==> src/rtl/regfile_scoreboard.sv <==
// Register file with two registered read ports, one write port, optional hardwired
// zero entry and a pending-write scoreboard. Define REGFILE_BYPASS_EN to forward same-edge writes to reads.
module regfile_scoreboard #(
    parameter int DATA_W   = 32,
    parameter int ADDR_W   = 4,
    parameter int ZERO_REG = 1
) (
    input  logic              clk,
    input  logic              rst,
    input  logic              rd_req,
    input  logic [ADDR_W-1:0] rs,
    input  logic [ADDR_W-1:0] rt,
    output logic [DATA_W-1:0] A,
    output logic [DATA_W-1:0] B,
    output logic              rd_valid,
    output logic              a_busy,
    output logic              b_busy,
    input  logic              we,
    input  logic [ADDR_W-1:0] rd,
    input  logic [DATA_W-1:0] dataIn,
    input  logic              iss_en,
    input  logic [ADDR_W-1:0] iss_addr,
    output logic [ADDR_W:0]   pend_cnt
);
    localparam int DEPTH = 1 << ADDR_W;

    logic [DATA_W-1:0] mem_q [DEPTH];
    logic [DEPTH-1:0]  pend_q, pend_d;
    logic [ADDR_W:0]   cnt_q, cnt_d;
    logic              valid_q;
    logic              write_ok, iss_ok;
    logic [ADDR_W-1:0] raddr [2];

    assign write_ok = we && !((ZERO_REG != 0) && (rd == '0));
    assign iss_ok   = iss_en && !((ZERO_REG != 0) && (iss_addr == '0));
    assign raddr[0] = rs;
    assign raddr[1] = rt;

    // Issue is applied after writeback so a new producer keeps the register pending.
    always_comb begin
        pend_d = pend_q;
        if (write_ok) pend_d[rd] = 1'b0;
        if (iss_ok)   pend_d[iss_addr] = 1'b1;
        cnt_d = '0;
        for (int i = 0; i < DEPTH; i++) begin
            cnt_d = cnt_d + {{ADDR_W{1'b0}}, pend_d[i]};
        end
    end

    always_ff @(posedge clk or posedge rst) begin
        if (rst) begin
            pend_q  <= '0;
            cnt_q   <= '0;
            valid_q <= 1'b0;
        end else begin
            pend_q  <= pend_d;
            cnt_q   <= cnt_d;
            valid_q <= rd_req;
        end
    end

    genvar gi;
    generate
        for (gi = 0; gi < DEPTH; gi++) begin : g_entry
            always_ff @(posedge clk or posedge rst) begin
                if (rst) begin
                    mem_q[gi] <= '0;
                end else if (write_ok && (rd == ADDR_W'(gi))) begin
                    mem_q[gi] <= dataIn;
                end
            end
        end

        for (gi = 0; gi < 2; gi++) begin : g_rd
            logic [DATA_W-1:0] data_q, data_d;
            logic              busy_q, busy_d;

            always_comb begin
                data_d = data_q;
                busy_d = busy_q;
                if (rd_req) begin
                    if ((ZERO_REG != 0) && (raddr[gi] == '0)) begin
                        data_d = '0;
                        busy_d = 1'b0;
                    end else begin
                        data_d = mem_q[raddr[gi]];
                        busy_d = pend_q[raddr[gi]];
`ifdef REGFILE_BYPASS_EN
                        // Forwarded data carries the post-edge pending bit (set only by a same-edge issue).
                        if (write_ok && (rd == raddr[gi])) begin
                            data_d = dataIn;
                            busy_d = pend_d[raddr[gi]];
                        end
`endif
                    end
                end
            end

            always_ff @(posedge clk or posedge rst) begin
                if (rst) begin
                    data_q <= '0;
                    busy_q <= 1'b0;
                end else begin
                    data_q <= data_d;
                    busy_q <= busy_d;
                end
            end
        end
    endgenerate

    assign A        = g_rd[0].data_q;
    assign B        = g_rd[1].data_q;
    assign a_busy   = g_rd[0].busy_q;
    assign b_busy   = g_rd[1].busy_q;
    assign rd_valid = valid_q;
    assign pend_cnt = cnt_q;
endmodule

==> config.mk <==
export PLATFORM = sky130hd
export DESIGN_NAME = regfile_scoreboard
export DESIGN_NICKNAME = d
export VERILOG_FILES = /design/src/rtl/regfile_scoreboard.sv
export SDC_FILE = /design/constraint.sdc
export NUM_CORES = 1
export LEC_CHECK = 0
export BUFFER_PORTS_ARGS = -buffer_cell sky130_fd_sc_hd__buf_2
export CAP_MARGIN = 10
export CORE_MARGIN = 2
export CORE_UTILIZATION = 35
export DETAILED_ROUTE_END_ITERATION = 12
export GPL_TIMING_DRIVEN = 0
export PLACE_DENSITY = 0.6
export REMOVE_ABC_BUFFERS = 1
export SETUP_SLACK_MARGIN = 0.02
export SLEW_MARGIN = 20
export SYNTH_ARGS = -nofsm -noshare
export SYNTH_HDL_FRONTEND = slang
export SYNTH_SLANG_ARGS = --single-unit
export TNS_END_PERCENT = 20
==> constraint.sdc <==
create_clock -name clk -period 22.9 [get_ports clk]
set_clock_uncertainty 0.15 [all_clocks]
set_input_delay 4.58 -clock clk [delete_from_list [all_inputs] [get_ports clk]]
set_output_delay 4.58 -clock clk [all_outputs]
set_load 0.02 [all_outputs]
Yosys cells after proc, flatten, opt, wreduce, memory -nomap -nowiden
Index checks and enable logic that the tools add are counted.
{ "word_totals": {"out_inout_bits": 72, "register_bits": 600, "elab_cells": 112} }
{ "op_classes": {"eq_ne": 15, "n_addsub": 15, "bitwise_logic": 5, "reduce_logical": 26, "n_mux": 20, "n_lt_le_gt_ge": 8} }
{ "ops": {"columns": ["op", "count"], "rows": [
  ["binary-select mux 32 bit (select 4 bit)", 2],
  ["2-to-1 mux 32 bit", 6],
  ["adder 5 x 1 -> 5 bit", 11],
  ["== test 4 bit, second input constant", 8],
  ["2-to-1 mux 16 bit", 2],
  ["logical AND 1 bit", 20],
  ["less-than comparator 4 x 5 -> 1 bit, second input constant", 4],
  ["bitwise AND 16 bit", 1],
  ["== test 4 x 3 -> 1 bit, second input constant", 4],
  ["logical NOT 4 bit", 4],
  ["NOT 16 bit", 1],
  ["bitwise OR 16 bit", 1],
  [">= comparator 5 bit, second input constant", 2],
  ["NOT 4 -> 5 bit", 2],
  ["binary-select mux 1 bit (select 4 bit)", 2],
  ["demux 1 bit (select 4 bit)", 2],
  ["== test 4 x 2 -> 1 bit, second input constant", 2],
  [">= comparator 4 x 1 -> 1 bit, second input constant", 2],
  ["2-to-1 mux 1 bit", 6],
  ["adder 4 x 1 -> 5 bit", 1],
  ["adder 3 x 1 -> 4 bit", 1],
  ["== test 4 x 1 -> 1 bit, second input constant", 1],
  ["adder 2 x 1 -> 3 bit", 1],
  ["adder 1 x 1 -> 2 bit", 1],
  ["logical NOT 1 bit", 2]
]} }

Depth between registers and ports, before layout
{ "logic_depth": {"ltp_word": 24, "ltp_mapped": 18, "depth_no_buf": 16} }

Least setup slack after synthesis
No wires, ideal clock.
{ "synth_path": {"kind": "input to register", "from": "input rd[1]", "to": "register cnt_q[4] (netlist: pend_cnt[4])", "setup_ps": 64, "slack_ps": 14360, "required_time_ps": 22686, "stages": 17, "t_arrival_ps": 8325, "path_cell_list": "nand2b_1 nand2b_1 clkbuf_1 buf_2 nand2_1 o31ai_1 fa_1 inv_1 fa_1 fa_1 inv_1 fa_1 ha_1 inv_1 fa_1 nor2b_1 o21a_1"} }
{ "synth_via": {"elab_chain_cells": 24, "elab_cells_between_ends": 28} }
{ "synth_lines": {"columns": ["item", "line_no", "rtl"], "rows": [
  ["start, declared", "19", "input logic [ADDR_W-1:0] rd,"],
  ["less-than comparator 4 x 5 -> 1 bit (implied by the code) / >= comparator 4 x 1 -> 1 bit (equally long branches)", "42", "if (write_ok) pend_d[rd] = 1'b0;"],
  ["logical AND 1 bit (implied by the code)", "42", null],
  ["2-to-1 mux 1 bit (implied by the code)", "42", null],
  ["demux 1 bit (select 4 bit)", "42", null],
  ["NOT 16 bit (no line)", null, null],
  ["bitwise AND 16 bit (no line)", null, null],
  ["2-to-1 mux 16 bit *", "42", null],
  ["bitwise OR 16 bit (no line)", null, null],
  ["2-to-1 mux 16 bit *", "43", "if (iss_ok) pend_d[iss_addr] = 1'b1;"],
  ["via pend_d[1]", "28", "logic [DEPTH-1:0] pend_q, pend_d;"],
  ["adder 1 x 1 -> 2 bit *", "46", "cnt_d = cnt_d + {{ADDR_W{1'b0}}, pend_d[i]};"],
  ["adder 2 x 1 -> 3 bit *", "46", null],
  ["adder 3 x 1 -> 4 bit *", "46", null],
  ["adder 4 x 1 -> 5 bit *", "46", null],
  ["adder 5 x 1 -> 5 bit * (11 in a row)", "46", null],
  ["via cnt_d[4]", "29", "logic [ADDR_W:0] cnt_q, cnt_d;"],
  ["end signal, assigned", "57", "cnt_q <= cnt_d;"],
  ["end, declared", "29", null]
]} }
The timed path passes the listed nets; every way through them passes the cells marked *.
A chain may end at the register's enable or synchronous reset.

Final worst setup path
{ "layout_path": {"from": "input we", "to": "register cnt_q[4] (netlist: pend_cnt[4])"} }
{ "layout_via": {"elab_cells_between_ends": 19} }
{ "layout_lines": {"columns": ["item", "line_no", "rtl"], "rows": [
  ["start, declared", "18", "input logic we,"],
  ["logical AND 1 bit *", "34", "assign write_ok = we && !((ZERO_REG != 0) && (rd == '0));"],
  ["2-to-1 mux 16 bit *", "42", null],
  ["bitwise OR 16 bit (no line)", null, null],
  ["2-to-1 mux 16 bit *", "43", null],
  ["via pend_d[3]", "28", null],
  ["adder 3 x 1 -> 4 bit *", "46", null],
  ["adder 4 x 1 -> 5 bit *", "46", null],
  ["adder 5 x 1 -> 5 bit * (11 in a row)", "46", null],
  ["via cnt_d[4]", "29", null]
]} }
Marks and branches as above.

==> impl_metrics.toml <==
[worst_setup_path]
arrival_ps = 9210
max_stage_delay_ps = 530
cp_cell_sequence = "buf_2, nor3b_2, nor2b_4, buf_12, o32ai_1, fa_1, inv_1, fa_1, fa_1, inv_1, fa_1, ha_1, inv_1, fa_1, nor2b_1, o21a_1"
critPathLaunchType = "input pin"
endpoint_kind = "flip-flop"
critPathRequiredTime_ps = 23280
critPathTopFamily = "adder cells"
criticalPathCategory = "input pin to flip-flop"
crit_top_cell = "fa_1"
slowest_stage = "nor2b_4"
path_max_fanout = 13
worst-path-buf-inv = 5

[clocking]
post_cts_buffers = 0
h-tree-depth = 3
cts_tree = "yes"
clk_path_buf_depth = 3
path_clk_slew_ps = 60
cts-buffers-inserted = 68
cts.sinks = 600
post_cts_resized = 0
clk-insertion-delay-late_ps = 600
cts_root_buf = "clkbuf_16"
cts_hold_buf = 0

[sta]
fin_crit_ps = 8828
max_slew.worst_pin.slew_ps = 821.1
fin_setup_tns_ps = 0
slew_headroom_pct = 45.26
rsz0062_at_grt = "no"
slew_violations = 0
fin_crit_sh_pct = 38.55
setup_ws_ps = 14070
clock.fmax_ghz = 0.1133
setup-violations-final = 0
hold_viol_final = 0

[layout]
drive_above_1_share_pct = 41.27
fillers = 7905
post-route-util_pct = 40.81
ff_latch_area_sq_mm = 0.01501
fin_nets = 2227
finalInstanceArea_sq_mm = 0.03557
areaGrowthSynthToFinish_pct = 15.19
multi_input_area_sq_mm = 0.01481

[global_routing]
grt_usage_pct = 20.10
grt_start_max_net_pins = 107
grt_overflow = 0
grt_pass1_wl_microns = 136700
grt_pass1_vias = 20660
antenna_found_initial = 7

[synthesis]
synth.distinct_cells = 45
ys_ff_latch = 600
synthTopCellsByArea = "dfrtp_1 (49%), mux2_2 (14%), mux2i_1 (10%), mux4_2 (9.8%), mux2_4 (4.2%)"
yosys.area.top_type = "dfrtp_1"
syn_avg_cell_area_sq_um = 14.36
ys_warn_count = 0
synth_area_sq_mm = 0.03088
netlist.area_leader.share_pct = 48.62
synth_seq_area_share_pct = 48.62
synthCells = 2150

[power]
power.density_mw_per_mm2 = 94.69
switchingPower_mw = 0.9901
p_int_mw = 2.378
power.total_mw = 3.368
sw_frac_of_total_pct = 29.40
clkPwrFrac_pct = 31.9
combPwrFrac_pct = 24.1
power.leakage_nw = 15.74
seq_power_share_pct = 44.0
ir_drop_uv = 116.6

[route]
dr.pass1.iters = 5
wirelength_microns = 90510
drt-initial-drc-count = 1738
drc_errors = 0
vias = 19330
drtAntennaViolNets = 0
wl_per_cell_microns = 26.86
via_per_inst = 5.736

[floorplanning]
rows = 108
die_x_microns = 301.0
core_sq_mm = 0.08716
die_y_microns = 301.0
dieArea_sq_mm = 0.09062
initial_core_util_pct = 35.43
boundaryPins = 125

[run]
maxCapViolations = 0

[outcome]
status = "completed"

[placement]
gp_congestion = 0.7831
place_hpwl_microns = 57240
detailed_place.area_sq_mm = 0.03338
portBuffers = 124
place_ws_ps = 13460

[min_path]
hold_class = "flip-flop to flip-flop"
[cell families after synthesis]
kind of cell	share of synthesized area [%]
fa+ha+maj	0.8509
flops	48.62
compound gates	6.605
mux	38.85
buf+inv	3.930
simple gates	1.078
xor+xnor	0.05674
[area by class of cell]
type | count | area share, %
clock buffer | 104 | 5.716
antenna | 5 | 0.03518
multi-input combinational | 1295 | 41.64
tap | 1155 | 4.063
timing repair buffer | 176 | 5.706
clock inverter | 17 | 0.3975
sequential | 600 | 42.21
inverter | 18 | 0.2251
[worst register-to-register path, stage by stage (launching register included)]
cell     delay (ps)
dfrtp_1         390
o21ai_0          80
o21ai_0         190
fa_1            580
inv_1            60
fa_1            500
fa_1            530
inv_1            60
fa_1            510
ha_1            180
inv_1            70
fa_1            460
nor2b_1         140
o21a_1          120
[stage by stage]
step	hold slack (ps)	std cells
4_1_cts	246.7	3365
2_1_floorplan	215.3	1913
5_1_grt	260.4	3366
3_5_place_dp	232.3	3244
3_3_place_gp	226.4	3192
6_report	246.6	3370
[synth_stat cells, drive strengths merged]
cell and number:
or2 1, nor2 12, o32ai 1, buf 121, a32oi 64, a22o 1, nor2b 10, o21ai 80
nand2b 5, nand3 2, ha 5, a21oi 1, a32o 2, or3 5, a221oi 2, nand2 5
o21a 1, clkbuf 116, mux4 134, nor3b 2, mux2i 320, mux2 484, nor4 2, xnor2 2
inv 17, nor3 2, nand3b 4, a21o 2, fa 10, dfrtp 600, clkinv 1, o31ai 2
a221o 2, and2 4, a22oi 128
[power groups by stage]
| stage | logic (mW) | registers [mW] | clock network (mW) |
|---|---|---|---|
| finish | 0.811 | 1.48 | 1.08 |
| global route | 0.895 | 1.51 | 1.14 |
| CTS | 0.821 | 1.48 | 1.10 |
| detailed placement | 0.817 | 1.50 | 0 |
| global placement | 0.797 | 1.48 | 0 |
| floorplan | 0.563 | 1.46 | 0 |
[layout by cell type, fill, tap and decap left out, types with 8 or more instances in the layout]
cell / n
mux2_2: 382
mux4_2: 134
dfrtp_1: 600
mux2_4: 87
clkbuf_16: 73
a32oi_1: 64
fa_1: 10
clkinv_2: 13
mux2i_1: 320
nor2_4: 10
buf_16: 44
inv_1: 15
buf_2: 118
a22oi_1: 128
clkbuf_1: 22
buf_12: 8
o21ai_1: 20
o21ai_0: 60
mux2_1: 15
clkbuf_8: 9
[state kept, by name, indices dropped and copies added (netlist names)]
name      count
A            32
pend_q       16
pend_cnt      5
b_busy        1
B            32
rd_valid      1
mem_q       512
a_busy        1
[layer usage]
metal	vias up	wire [microns]	GRT usage [%]
met4	8	2157	5.330
li1	8212	-	-
met3	150	5659	4.040
met1	10300	40630	28.37
met2	658	42010	31.58
met5	-	51	0
[final timing paths]
kind,start,depth (start not counted),slack [ps],endpoint
worst max register to register,pend_q[9]$_DFF_PP0_,13,18850,pend_cnt[4]$_DFF_PP0_
max in group asynchronous,rst,5,16920,mem_q[6]$_DFFE_PP0P_
worst min register to register,mem_q[505]$_DFFE_PP0P_,0,250,mem_q[505]$_DFFE_PP0P_
min in group asynchronous,rst,2,3840,mem_q[336]$_DFFE_PP0P_
worst min-delay path,mem_q[505]$_DFFE_PP0P_,0,250,mem_q[505]$_DFFE_PP0P_
worst max-delay path,we,16,14070,pend_cnt[4]$_DFF_PP0_
(Power assumes the default switching activity.)
